===== src/rtl/loader_pkg.sv =====
// Types and constants shared by the program loader and its byte assembler.
package loader_pkg;

  localparam int BYTE_W = 8;

  typedef enum logic [2:0] {
    ST_IDLE,
    ST_LEN,
    ST_DATA,
    ST_WRITE,
    ST_CHECK,
    ST_DONE,
    ST_ERROR
  } state_t;

endpackage


===== src/rtl/byte_assembler.sv =====
// Collects bytes little-endian into a word; o_word_ready flags the byte that completes it.
module byte_assembler
  import loader_pkg::*;
#(
  parameter int DWIDTH = 32
) (
  input  logic              clk,
  input  logic              n_rst,
  input  logic              i_clear,
  input  logic              i_byte_en,
  input  logic [BYTE_W-1:0] i_byte,
  output logic [DWIDTH-1:0] o_word,
  output logic              o_word_ready
);

  localparam int BYTES = DWIDTH / BYTE_W;
  localparam int CW    = (BYTES > 1) ? $clog2(BYTES) : 1;
  localparam logic [CW-1:0] C_LAST = CW'(BYTES - 1);

  logic [CW-1:0]     r_cnt;
  logic [DWIDTH-1:0] r_word;
  logic [DWIDTH-1:0] w_shifted;

  // Shifting right places the first byte of a word at bits [7:0] once the word is full.
  generate
    if (BYTES > 1) begin : g_multi
      assign w_shifted = {i_byte, r_word[DWIDTH-1:BYTE_W]};
    end else begin : g_single
      assign w_shifted = i_byte;
    end
  endgenerate

  assign o_word_ready = i_byte_en && (r_cnt == C_LAST);
  assign o_word       = r_word;

  always_ff @(posedge clk or negedge n_rst) begin
    if (!n_rst) begin
      r_cnt  <= '0;
      r_word <= '0;
    end else if (i_clear) begin
      r_cnt  <= '0;
    end else if (i_byte_en) begin
      r_word <= w_shifted;
      r_cnt  <= o_word_ready ? '0 : r_cnt + CW'(1);
    end
  end

endmodule


===== src/rtl/prog_loader.sv =====
// Streams a length-prefixed, XOR-checksummed program image into instruction memory
// while holding the core stalled.
//
// state    | meaning
// ---------+--------------------------------------------------------------
// ST_IDLE  | waiting for start, core running
// ST_LEN   | accepting the word-count byte (0 means a full memory)
// ST_DATA  | accepting data bytes of the current word
// ST_WRITE | one-cycle memory write of the assembled word
// ST_CHECK | accepting the checksum byte
// ST_DONE  | load good, core released, waiting for a restart
// ST_ERROR | load aborted, core kept stalled, waiting for a restart
module prog_loader
  import loader_pkg::*;
#(
  parameter int DWIDTH = 32,
  parameter int AWIDTH = 6
) (
  input  logic              clk,
  input  logic              n_rst,
  input  logic              start,
  input  logic [BYTE_W-1:0] in_data,
  input  logic              in_valid,
  output logic              in_ready,
  output logic              we,
  output logic [AWIDTH-1:0] waddr,
  output logic [DWIDTH-1:0] wdata,
  output logic              cpu_hold,
  output logic              done,
  output logic              error
);

  localparam logic [AWIDTH:0] C_MAX_WORDS = (AWIDTH + 1)'(1) << AWIDTH;

  state_t            r_state;
  logic [AWIDTH:0]   r_target;
  logic [AWIDTH:0]   r_words;
  logic [BYTE_W-1:0] r_csum;

  logic              w_accept;
  logic              w_data_accept;
  logic              w_word_ready;
  logic              w_start_ok;
  logic              w_len_bad;
  logic [AWIDTH:0]   w_words_next;
  logic [DWIDTH-1:0] w_word;

  assign w_accept      = in_valid && in_ready;
  assign w_data_accept = w_accept && (r_state == ST_DATA);
  assign w_start_ok    = start && ((r_state == ST_IDLE) || (r_state == ST_DONE) ||
                                   (r_state == ST_ERROR));
  assign w_len_bad     = 32'(in_data) > 32'(C_MAX_WORDS);
  assign w_words_next  = r_words + (AWIDTH + 1)'(1);
  assign wdata         = w_word;

  byte_assembler #(
    .DWIDTH(DWIDTH)
  ) u_byte_assembler (
    .clk         (clk),
    .n_rst       (n_rst),
    .i_clear     (w_start_ok),
    .i_byte_en   (w_data_accept),
    .i_byte      (in_data),
    .o_word      (w_word),
    .o_word_ready(w_word_ready)
  );

  always_ff @(posedge clk or negedge n_rst) begin
    if (!n_rst) begin
      r_state  <= ST_IDLE;
      r_target <= '0;
      r_words  <= '0;
      r_csum   <= '0;
      in_ready <= 1'b0;
      we       <= 1'b0;
      waddr    <= '0;
      cpu_hold <= 1'b0;
      done     <= 1'b0;
      error    <= 1'b0;
    end else begin
      we <= 1'b0;
      case (r_state)
        ST_IDLE, ST_DONE, ST_ERROR: begin
          if (start) begin
            r_state  <= ST_LEN;
            in_ready <= 1'b1;
            cpu_hold <= 1'b1;
            done     <= 1'b0;
            error    <= 1'b0;
            waddr    <= '0;
            r_words  <= '0;
            r_csum   <= '0;
          end
        end
        ST_LEN: begin
          if (w_accept) begin
            if (w_len_bad) begin
              r_state  <= ST_ERROR;
              in_ready <= 1'b0;
              error    <= 1'b1;
            end else begin
              r_state  <= ST_DATA;
              r_target <= (in_data == '0) ? C_MAX_WORDS : (AWIDTH + 1)'(in_data);
            end
          end
        end
        ST_DATA: begin
          if (w_accept) begin
            r_csum <= r_csum ^ in_data;
            if (w_word_ready) begin
              r_state  <= ST_WRITE;
              in_ready <= 1'b0;
              we       <= 1'b1;
            end
          end
        end
        ST_WRITE: begin
          // A full-memory load wraps waddr back to 0 after the last word.
          waddr    <= waddr + AWIDTH'(1);
          r_words  <= w_words_next;
          in_ready <= 1'b1;
          r_state  <= (w_words_next == r_target) ? ST_CHECK : ST_DATA;
        end
        ST_CHECK: begin
          if (w_accept) begin
            in_ready <= 1'b0;
            if (in_data == r_csum) begin
              r_state  <= ST_DONE;
              done     <= 1'b1;
              cpu_hold <= 1'b0;
            end else begin
              r_state <= ST_ERROR;
              error   <= 1'b1;
            end
          end
        end
        default: begin
          r_state  <= ST_IDLE;
          in_ready <= 1'b0;
          cpu_hold <= 1'b0;
        end
      endcase
    end
  end

endmodule


===== config.mk =====
export PLATFORM = sky130hd
export DESIGN_NAME = prog_loader
export DESIGN_NICKNAME = d
export VERILOG_FILES = /design/src/rtl/loader_pkg.sv /design/src/rtl/byte_assembler.sv /design/src/rtl/prog_loader.sv
export SDC_FILE = /design/constraint.sdc
export NUM_CORES = 1
export LEC_CHECK = 0
export ABC_AREA = 1
export CAP_MARGIN = 20
export CORE_ASPECT_RATIO = 1.25
export CORE_MARGIN = 1
export CORE_UTILIZATION = 28
export CTS_BUF_LIST = sky130_fd_sc_hd__clkbuf_16
export DETAILED_ROUTE_END_ITERATION = 16
export PLACE_DENSITY = 0.46
export SLEW_MARGIN = 20
export SYNTH_ARGS = -nofsm -noshare
export SYNTH_HDL_FRONTEND = slang
export SYNTH_SLANG_ARGS = --single-unit

===== constraint.sdc =====
create_clock -name clk -period 1.6 [get_ports clk]
set_input_delay 0.16 -clock clk [delete_from_list [all_inputs] [get_ports clk]]
set_output_delay 0.16 -clock clk [all_outputs]
set_load 0.01 [all_outputs]

* After elaboration in Yosys (flattened, before gate mapping)
Index checks and enable logic that the tools add are counted.
Word-level totals: register bits after elaboration 70, output and inout port bits 43
Cells by class: add/subtract/negate cells 3, $lt $le $gt $ge 1, equality and inequality tests 17, multiplexer cells 42, bitwise logic cells 4, reductions and logical operators 24
Operator list (count):
- 2-to-1 mux 3 bit | 7
- 2-to-1 mux 1 bit | 18
- 2-to-1 mux 8 bit | 2
- case mux 8 bit (2 select lines) | 1
- case mux 3 bit (5 select lines) | 1
- 2-to-1 mux 7 bit | 2
- != test 2 bit, second input constant | 7
- case mux 7 bit (2 select lines) | 1
- case mux 6 bit (2 select lines) | 1
- AND reduction 6 bit | 2
- equality test 3 bit, second input constant | 3
- equality test 8 bit | 1
- greater-than comparator 8 x 7 -> 1 bit, second input constant | 1
- zero test 8 bit | 1
- 2-to-1 mux 2 bit | 4
- AND reduction 4 bit | 2
- nonzero test 2 bit | 4
- XOR 8 bit | 1
- adder 7 x 1 -> 7 bit, second input constant | 1
- equality test 7 bit | 1
- adder 6 x 1 -> 6 bit, second input constant | 1
- equality test 3 x 2 -> 1 bit, second input constant | 2
- 2-to-1 mux 6 bit | 1
- case mux 1 bit (3 select lines) | 2
- 15 further kinds | 24

* Longest topological paths before layout
Gate-level depths: netlist of run 1.
depth after elaboration 6, mapped depth 14, gate-level depth less buffers 14

* Modules after synthesis
A second synthesis of run 1 with hierarchy kept.
Second synthesis, totals: cell total of the unflattened synthesis 414, area total of the unflattened synthesis 3527.1 µm²
Modules (own cells, without submodules):
- prog_loader | times used 1, cells an instance 259, area each 2087.0 µm², seq. area each 900.9 µm²
- byte_assembler | times used 1, cells an instance 155, area each 1440.1 µm², seq. area each 850.8 µm²

* Least setup slack after synthesis of run 1
OpenSTA, ideal clock, no wires.
path type flip-flop to flip-flop, start point register r_words[1], end point register r_state[1], library setup time 0.116 ns, arrival time 1.374 ns, required time 1.484 ns, slack 0.109 ns, stages on the path, launching flop included 12, buffers on the path 0, clock period less this slack 1.491 ns, path through dfrtp_1 -> ha_1 -> xnor2_1 -> nand2_1 -> nor2_1 -> nand2_1 -> nor2_1 -> nand2_1 -> nand2_1 -> nand2_1 -> nand2_1 -> nand2_1
On the way: word-level cells in the longest chain between the ends 4
RTL lines:
- from (decl) | line prog_loader.sv:37 | logic [AWIDTH:0] r_words;
- from (signal assigned) | line prog_loader.sv:120 | r_words <= w_words_next;
- adder 7 x 1 -> 7 bit | line prog_loader.sv:53 | assign w_words_next = r_words + (AWIDTH + 1)'(1);
- equality test 7 bit | line prog_loader.sv:122 | r_state <= (w_words_next == r_target) ? ST_CHECK : ST_DATA;
- 2-to-1 mux 3 bit | line prog_loader.sv:122
- case mux 3 bit (5 select lines) | line prog_loader.sv:82 | case (r_state)
- to (signal assigned) | line prog_loader.sv:122
- to (decl) | line prog_loader.sv:35 | state_t r_state;
Every way passes these cells. A chain may end at the register's enable or synchronous reset.

* Worst setup path after layout of run 1
Ends and elaborated chain as after synthesis.

==> results.txt, run 1 <==
The number of unique standard cell types used by synthesis is 29. The total die area came out at 12200 sq um. The number of enable flip-flop cells after synthesis came out at 0.

The maximum clock skew at final layout came out at 0.00575 ns. The estimated wirelength of the detail-placed design came out at 5.70 mm. Summing over every cut layer, the via total after detailed routing is 2802.

The standby leakage power came out at approximately 2.2 nW. The number of global-route vias before repair is 2873. The placement row count came out at 43. The final worst hold slack is around 0.21 ns. Compared with the post-synthesis result, the final layout area differs by 38.0%.

The setup path with the least slack is of type flop to flop. The final count of hold timing violations is 0. The average cell area after synthesis is ~8.4 sq um. At the end of routability-driven placement, the weighted congestion stood at around 0.76. The worst path in the final design needs a cycle of 1.56 ns, including I/O delays and setup.

The average routed wire per standard cell is about 13 microns. The first global-routing pass estimated 13.8 mm of wire. The remaining design rule violation count came out at 0. The warning count from the yosys run is 0. On the critical path, the stage with the largest delay is an instance of sky130_fd_sc_hd__dfrtp_1. STA classifies the critical path startpoint as a flop. The die is 123 microns tall. The number of search-and-repair iterations in the first detailed-routing pass is 4. The pin count of the biggest net entering global routing is approximately 70. Synthesis produced a netlist whose cell count is 393. The TritonCTS sink count came out at 70. By instance count, the cell type seen most on the critical path is sky130_fd_sc_hd__nand2_1. The number of nets in the synthesized netlist is 408. The number of DRC markers after the initial detailed-route iteration came out at 77.

The initial antenna violation count is 0. The total buffers and inverters traversed by the critical path came out at 1. The H-tree level count is 3. Setup repair after global routing could not meet its margin everywhere. The worst IR drop on VDD is 0.000828 V.

The portion of the clock cycle consumed by the worst path in the final layout came out at 0.974. The delay contributed by the slowest stage of the critical path came out at 0.40 ns. The number of buffers added by the clock tree synthesis step came out at 9. The critical path endpoint category is a flop.

The power per unit of standard cell area is 1900 nW/um^2. The initial utilization of the core area, before any placement, comes to 0.292. The wire length reported by the detailed router is between 8 and 9 mm. The critical path goes through ha_4 -> inv_2 -> o21bai_1 -> nand2_1 -> nand2_1 -> nand3_1 -> nor2_2 -> nand2_1 -> nand2_1 -> nand2_1 -> nand2_1 -> nand2_1.

Static timing analysis puts the maximum clock frequency at about 640 MHz. The cell-internal power is between 5 and 6 mW. TritonCTS built the clock tree. The transition at the pin with the smallest max-transition slack is 0.433 ns. The switching power came out at 3.16 mW. The number of I/O port buffers came out at 54. The core box area is 11200 sq um. Dividing the detail-routed via count by the number of cells gives roughly 4.5. The final worst setup slack came out at 0.0414 ns.

The maximum count of clock buffers along a single path is 2. The flow ran to the end, and the final reports show no timing, DRC or antenna violations. The net switching share of the total power came out at 0.367. The part of the power in the clock network came out at 0.228. The total count of max-transition violations in the final report is 0. The width of the chip is 98.9 microns.

The clock slew seen by the registers of the worst setup and hold paths came out at 0.06 ns. In this run the count of I/O pins placed on the die edge is 55. The post-synthesis instance area is 3290 sq um. After global routing the overflow that remains totals 0. The global-route usage over all layers came out at 0.148. The share of async-settable or async-resettable flops after synthesis is 1.00. The remaining antenna violation count is 0. The endpoint arrival time on the critical path is approximately 1.8 ns. The worst max-slew margin expressed relative to the limit came out at 0.711.

The min-delay analysis places its worst path in the category primary input to flop. The proportion of power drawn by combinational gates is 0.426. The cell sitting at the root of the clock tree is a sky130_fd_sc_hd__clkbuf_16. Summing all multi-input logic gate instances after layout gives 1380 sq um. The portion of the post-synthesis area used by sequential elements came out at 0.533. Of the cells placed in the final design, the portion with a size suffix greater than 1 is 0.154.

The share of total power dissipated in sequential elements is 0.346. The number of storage elements in the synthesis netlist came out at 70. The insertion delay of the later-clocked pin in the worst-skew pair came out at 0.33 ns. The count of max-cap constraint violations came out at 0. The number of nets in the layout came out at 491. The number of antenna diodes in the final layout is 0. The fill cell instance count of the final layout came out at 1151. The number of endpoints failing setup at the final stage is 0. The flip-flop and latch area came out at 1750 sq um. At the worst endpoint, the required time is 1.83 ns. The placement-stage worst setup slack came out at -0.304 ns. In this run the worst path has a maximum fanout of 5.

The cell family contributing the most delay on the critical path is simple AND/OR/NAND/NOR gates. The most used flip-flop cell after synthesis is sky130_fd_sc_hd__dfrtp_1.
## registers in the layout (all words and copies together) (netlist names), 2 cells and up
signal	cells
r_csum	8
u_byte_assembler.r_cnt	2
waddr	6
u_byte_assembler.o_word	32
r_state	3
r_words	7
r_target	7
## cells by family (layout without fill, tap and decap cells)
kind of cell,Yosys count,count (layout),synth area share
AO/OA/AOI/OAI,60,60,0.104
XOR/XNOR,10,10,0.0266
adder cells (fa/ha/maj),3,3,0.0114
buffers and inverters,50,138,0.0643
flip-flops,70,70,0.533
AND/OR/NAND/NOR,200,200,0.260
## power by group through the flow
| stage | Combinational [mW] | Clock, mW | Sequential (mW) |
|---|---|---|---|
| 4_1_cts | 3.63 | 2.03 | 2.99 |
| 2_1_floorplan | 1.75 | 0 | 3.11 |
| 6_report | 3.68 | 1.96 | 2.99 |
| 3_5_place_dp | 3.58 | 0 | 2.98 |
| 3_3_place_gp | 3.55 | 0 | 2.99 |
| 5_1_grt | 4.12 | 2.10 | 3.10 |
## placed cells by master (no fill, tap or decap), types with 2 or more instances in the layout
master / n
sky130_fd_sc_hd__a21oi_1: 5
sky130_fd_sc_hd__a22o_1: 3
sky130_fd_sc_hd__buf_12: 2
sky130_fd_sc_hd__buf_4: 28
sky130_fd_sc_hd__clkbuf_16: 9
sky130_fd_sc_hd__clkdlybuf4s50_1: 52
sky130_fd_sc_hd__clkinvlp_4: 5
sky130_fd_sc_hd__dfrtp_1: 68
sky130_fd_sc_hd__dfrtp_2: 2
sky130_fd_sc_hd__ha_1: 2
sky130_fd_sc_hd__inv_1: 35
sky130_fd_sc_hd__inv_2: 2
sky130_fd_sc_hd__nand2_1: 125
sky130_fd_sc_hd__nand2_2: 6
sky130_fd_sc_hd__nand2_4: 2
sky130_fd_sc_hd__nand3_1: 33
sky130_fd_sc_hd__nand3b_1: 4
sky130_fd_sc_hd__nand4_1: 2
sky130_fd_sc_hd__nor2_1: 15
sky130_fd_sc_hd__nor2_2: 7
sky130_fd_sc_hd__nor3_2: 2
sky130_fd_sc_hd__o21ai_0: 42
sky130_fd_sc_hd__o22ai_1: 5
sky130_fd_sc_hd__xnor2_1: 5
sky130_fd_sc_hd__xor2_1: 5
## layout make-up
| cell class | count | share of cell area |
|---|---|---|
| sequential | 70 | 0.387 |
| multi-input combinational | 273 | 0.303 |
| timing repair buffer | 85 | 0.176 |
| clock buffer | 9 | 0.0497 |
| tap | 135 | 0.0372 |
| inverter | 37 | 0.0320 |
| clock inverter | 7 | 0.0149 |
## final timing paths
check / cells past startpoint / end / slack (ns) / startpoint
min: 3 / r_target[3] / 0.21 / in_data[3]
max in group asynchronous: 3 / error / 0.87 / n_rst
max: 12 / r_state[1] / 0.04 / r_words[1]
min in group asynchronous: 3 / r_words[4] / 0.35 / n_rst
min reg2reg: 2 / u_byte_assembler.o_word[1] / 0.48 / u_byte_assembler.o_word[1]
max reg2reg: 12 / r_state[1] / 0.04 / r_words[1]
## worst min-delay path: stages
cell and delay [ns]:
sky130_fd_sc_hd__dlymetal6s2s_1 0.20, sky130_fd_sc_hd__nand2_1 0.08, sky130_fd_sc_hd__o21ai_0 0.06
## cells in the mapped netlist (2+ instances only)
cell	count	area [sq um]
sky130_fd_sc_hd__o22ai_1	5	31.3
sky130_fd_sc_hd__o21ai_0	43	215
sky130_fd_sc_hd__nand2_4	2	22.5
sky130_fd_sc_hd__a22o_1	3	26.3
sky130_fd_sc_hd__buf_2	8	40.0
sky130_fd_sc_hd__nor2_1	21	78.8
sky130_fd_sc_hd__clkbuf_1	2	7.51
sky130_fd_sc_hd__nand3_1	33	165
sky130_fd_sc_hd__xor2_1	5	43.8
sky130_fd_sc_hd__nand2_1	131	492
sky130_fd_sc_hd__inv_1	35	131
sky130_fd_sc_hd__dfrtp_1	70	1750
sky130_fd_sc_hd__nand3b_1	4	30.0
sky130_fd_sc_hd__a21oi_1	5	25.0
sky130_fd_sc_hd__xnor2_1	5	43.8
sky130_fd_sc_hd__ha_1	3	37.5
sky130_fd_sc_hd__buf_4	3	22.5
sky130_fd_sc_hd__nand4_1	2	12.5
sky130_fd_sc_hd__nor3_1	3	15.0
## per-stage QoR
step | total power [mW] | cell area, sq um | cells | utilization | setup TNS [ns]
after floorplan | 4.86 | 3290 | 393 | - | 0
after global placement | 6.54 | 4140 | 595 | 0.368 | -2.37
after detailed placement | 6.56 | 4140 | 595 | 0.368 | -2.72
after CTS | 8.65 | 4460 | 612 | 0.397 | 0
after global routing | 9.31 | 4540 | 616 | 0.403 | -0.203
final | 8.63 | 4540 | 616 | 0.403 | 0
## what timing repair did
item                                    CTS  global route
resized for setup                         5            18
hold buffers                              1             0
pin swaps                                 0            13
endpoints found under the setup margin    6            51
hold endpoints to repair                 70             0
gates cloned                              0             0
buffers inserted                          0             4
## layer usage
layer	GRT usage	vias up	wire length, microns
met1	0.173	1314	3690
met3	0.0367	9	360
met5	0	-	0
li1	-	1425	-
met4	0.0728	0	118
met2	0.253	54	3950
No activity file was read; power rests on OpenSTA's default activity.
==> run 2, diff against run 1 <==
- HOLD_SLACK_MARGIN: unset -> 0.08
- MAX_ROUTING_LAYER: unset -> met4
==> run 2 against run 1 <==
Effect of this change: worst setup slack barely moved; combinational power is essentially flat; fmax about the same; critical path type unchanged; final cell count unchanged; clock power about the same; critical endpoint unchanged; global-route usage increased by 0.43 points; non-clock buffer count unchanged; register-to-register slack is essentially flat.
==> results.txt, run 2 (synthesized netlist as in run 1, its figures left out) <==
The final count of hold timing violations is 0 (unchanged). The cell count after placement came out at 595 (unchanged). The delay contributed by the slowest stage of the critical path is 0.40 ns (about the same). The number of buffers added by the clock tree synthesis step was 9 (unchanged).

The final weighted congestion in routability-driven placement is 0.769 (was 0.760). The final worst hold slack is 0.215 ns (was 0.213 ns). The critical path endpoint category was a flop (unchanged).

The core box area is 11200 sq um (unchanged). The worst reg-to-reg setup slack came out at 0.04 ns (about the same). The number of global-route vias before repair is 2865 (was 2873).

The estimated wirelength of the detail-placed design came out at 5.70 mm (unchanged). Crit path cell chain: ha_4 -> inv_2 -> o21bai_1 -> nand2_1 -> nand2_1 -> nand3_1 -> nor2_2 -> nand2_1 -> nand2_1 -> nand2_1 -> nand2_1 -> nand2_1 (unchanged). The number of DRC markers after the initial detailed-route iteration is 77 (unchanged). The total count of max-transition violations in the final report came out at 0 (unchanged).

The total number of vias is 2794 (was 2802). The portion of the clock cycle consumed by the worst path in the final layout came out at 0.974 (about the same). The flip-flop count of the largest register after layout is 32 (unchanged). The number of top-level pins is 55 (unchanged). The number of nets in the layout came out at 491 (unchanged). The clock root buffer master is sky130_fd_sc_hd__clkbuf_16 (unchanged). The number of endpoints failing setup at the final stage is 0 (unchanged). The number of I/O port buffers came out at 54 (unchanged). The proportion of layout cells with a drive suffix above 1 is 0.154 (unchanged).

The average routed wire per standard cell came to 13.2 microns (about the same). The total die area is 12200 sq um (unchanged). The chip height came to 123 microns (unchanged). The H-tree level count was 3 (unchanged). The mean number of vias per cell came out at 4.54 (was 4.55). The initial antenna violation count is 0 (unchanged). The power per unit of standard cell area was 1900 nW/um^2 (about the same). The flip-flop and latch area is 1750 sq um (unchanged). The number of antenna diodes is 0 (unchanged). The TritonCTS clock tree is done (unchanged). The first-pass GRT wire length is 13.8 mm (about the same). The count of max-cap constraint violations came out at 0 (unchanged). The capture point of the worst path was r_state[1] (unchanged). The largest driver fanout on the critical path is 5 (unchanged).

The highest clock frequency the design can meet came to 642 MHz (about the same). The worst max-slew margin expressed relative to the limit came out at 0.717 (was 0.711). The endpoint arrival time on the critical path is 1.79 ns (about the same).

The startpoint of the worst setup timing path is r_words[1] (unchanged). The most frequent cell on the critical path was sky130_fd_sc_hd__nand2_1 (unchanged). The endpoint of the most critical register-to-register path is r_state[1] (unchanged). The cell type of the slowest stage on the worst timing path is sky130_fd_sc_hd__dfrtp_1 (unchanged). The maximum clock skew at final layout came out at 0.00537 ns (was 0.00575 ns). The wire length reported by the detailed router was 8.11 mm (was 8.12 mm). The pin count of the biggest net entering global routing came out at 71 (unchanged). The final instance count without filler cells is 616 (unchanged).

The number of search-and-repair iterations in the first detailed-routing pass came out at 4 (unchanged). The synthesis-to-layout area growth came out at 38.0% (unchanged). RSZ-0062 raised after global routing: true (unchanged). The overall power after layout came out at 8.63 mW (about the same). The class of the tightest hold or removal check is primary input to flop (unchanged).

The most common library cell in the layout ignoring fill and taps was sky130_fd_sc_hd__nand2_1 (unchanged). The remaining design rule violation count came out at 0 (unchanged). The clock slew seen by the registers of the worst setup and hold paths came out at 0.06 ns (about the same). Status: finished clean (unchanged).

The total buffers and inverters traversed by the critical path came out at 1 (unchanged). The width of the chip came to 98.9 microns (unchanged). The launch point of the worst reg-to-reg path was r_words[1] (unchanged). The transition at the pin with the smallest max-transition slack is 0.424 ns (was 0.433 ns). The total overflow reported by the global router came out at 0 (unchanged). Most used cells in the layout excluding fill and tap cells: sky130_fd_sc_hd__nand2_1 (125), sky130_fd_sc_hd__dfrtp_1 (68), sky130_fd_sc_hd__clkdlybuf4s50_1 (52) (unchanged). The global-route usage over all layers came out at 0.152 (was 0.148). The insertion delay of the later-clocked pin in the worst-skew pair came to 0.33 ns (about the same). The type of origin of the critical path is a flop (unchanged). The data required time at the worst endpoint came out at 1.83 ns (about the same). The standby leakage power is 2.16 nW (unchanged). The fill cell instance count of the final layout came to 1151 (unchanged).

The multi-input combinational cell area is 1380 sq um (unchanged). The worst IR drop on VDD is 0.000826 V (was 0.000828 V). The category of cells accounting for the largest share of critical-path delay is simple AND/OR/NAND/NOR gates (unchanged). The final critical delay including setup and external delays came out at 1.56 ns (about the same). The critical path class is flop to flop (unchanged). The maximum count of clock buffers along a single path was 2 (unchanged).

The effective utilization at floorplan is 0.292 (unchanged). The TritonCTS sink count came out at 70 (unchanged). The remaining antenna violation count is 0 (unchanged). The placement row count came out at 43 (unchanged). The total stage count of the critical path is 12 (unchanged). The utilization of the core after routing is 0.403 (unchanged). The cell depth of the worst flop-to-flop path came out at 12 (unchanged).
[run 2: worst min-delay path by stage]
| stage | cells after the start | slack (ns) | startpoint | to |
|---|---|---|---|---|
| after floorplan | 0 | -0.14 | n_rst | cpu_hold |
| after global placement | 2 | 0.23 | n_rst | r_words[2] |
| after detailed placement | 2 | 0.23 | n_rst | r_words[2] |
| after CTS | 3 | 0.41 | n_rst | r_words[2] |
| after global routing | 3 | 0.26 | in_data[3] | r_target[3] |
| final | 3 | 0.21 | in_data[3] | r_target[3] |
[run 2: worst min-delay path, delay by kind of cell]
family | cells | cell delay, ns
buf+inv | 1 | 0.18
simple gates | 1 | 0.09
compound gates | 1 | 0.06
[run 2: area by class of cell]
| class | instances | share of cell area |
|---|---|---|
| Sequential cell | 70 | 0.387 |
| Tap cell | 135 | 0.0372 |
| Clock inverter | 7 | 0.0149 |
| Timing Repair Buffer | 85 | 0.176 |
| Clock buffer | 9 | 0.0497 |
| Inverter | 37 | 0.0320 |
| Multi-Input combinational cell | 273 | 0.303 |
[run 2: metrics by stage]
stage	setup TNS [ns]	setup WS, ns	cell area, sq um
global placement	-2.37	-0.283	4140
detailed placement	-2.72	-0.304	4140
floorplan	0	0.109	3290
CTS	0	0.0307	4460
finish	0	0.0412	4540
global route	-0.202	-0.0991	4540
[run 2: repair_timing]
item                                    4_1_cts  5_1_grt
pin swaps                                     0       13
endpoints found under the hold margin        70        0
gates resized for setup                       5       18
hold buffers                                  1        0
endpoints found under the setup margin        6       51
buffers inserted                              0        4
[run 2: power by group]
| group | switching [mW] | total [mW] | leakage [nW] | internal [mW] |
|---|---|---|---|---|
| clock network | 0.769 | 1.96 | 0.136 | 1.19 |
| registers | 0.511 | 2.99 | 0.893 | 2.48 |
| logic | 1.88 | 3.68 | 1.13 | 1.79 |
| total | 3.16 | 8.63 | 2.16 | 5.46 |
[run 2: routing by layer]
layer / vias up / routed length, microns / track usage
met5: - / 0 / -
met3: 9 / 333 / 0.0345
met4: 0 / 126 / 0.0728
li1: 1426 / - / -
met1: 1311 / 3730 / 0.175
met2: 48 / 3910 / 0.252
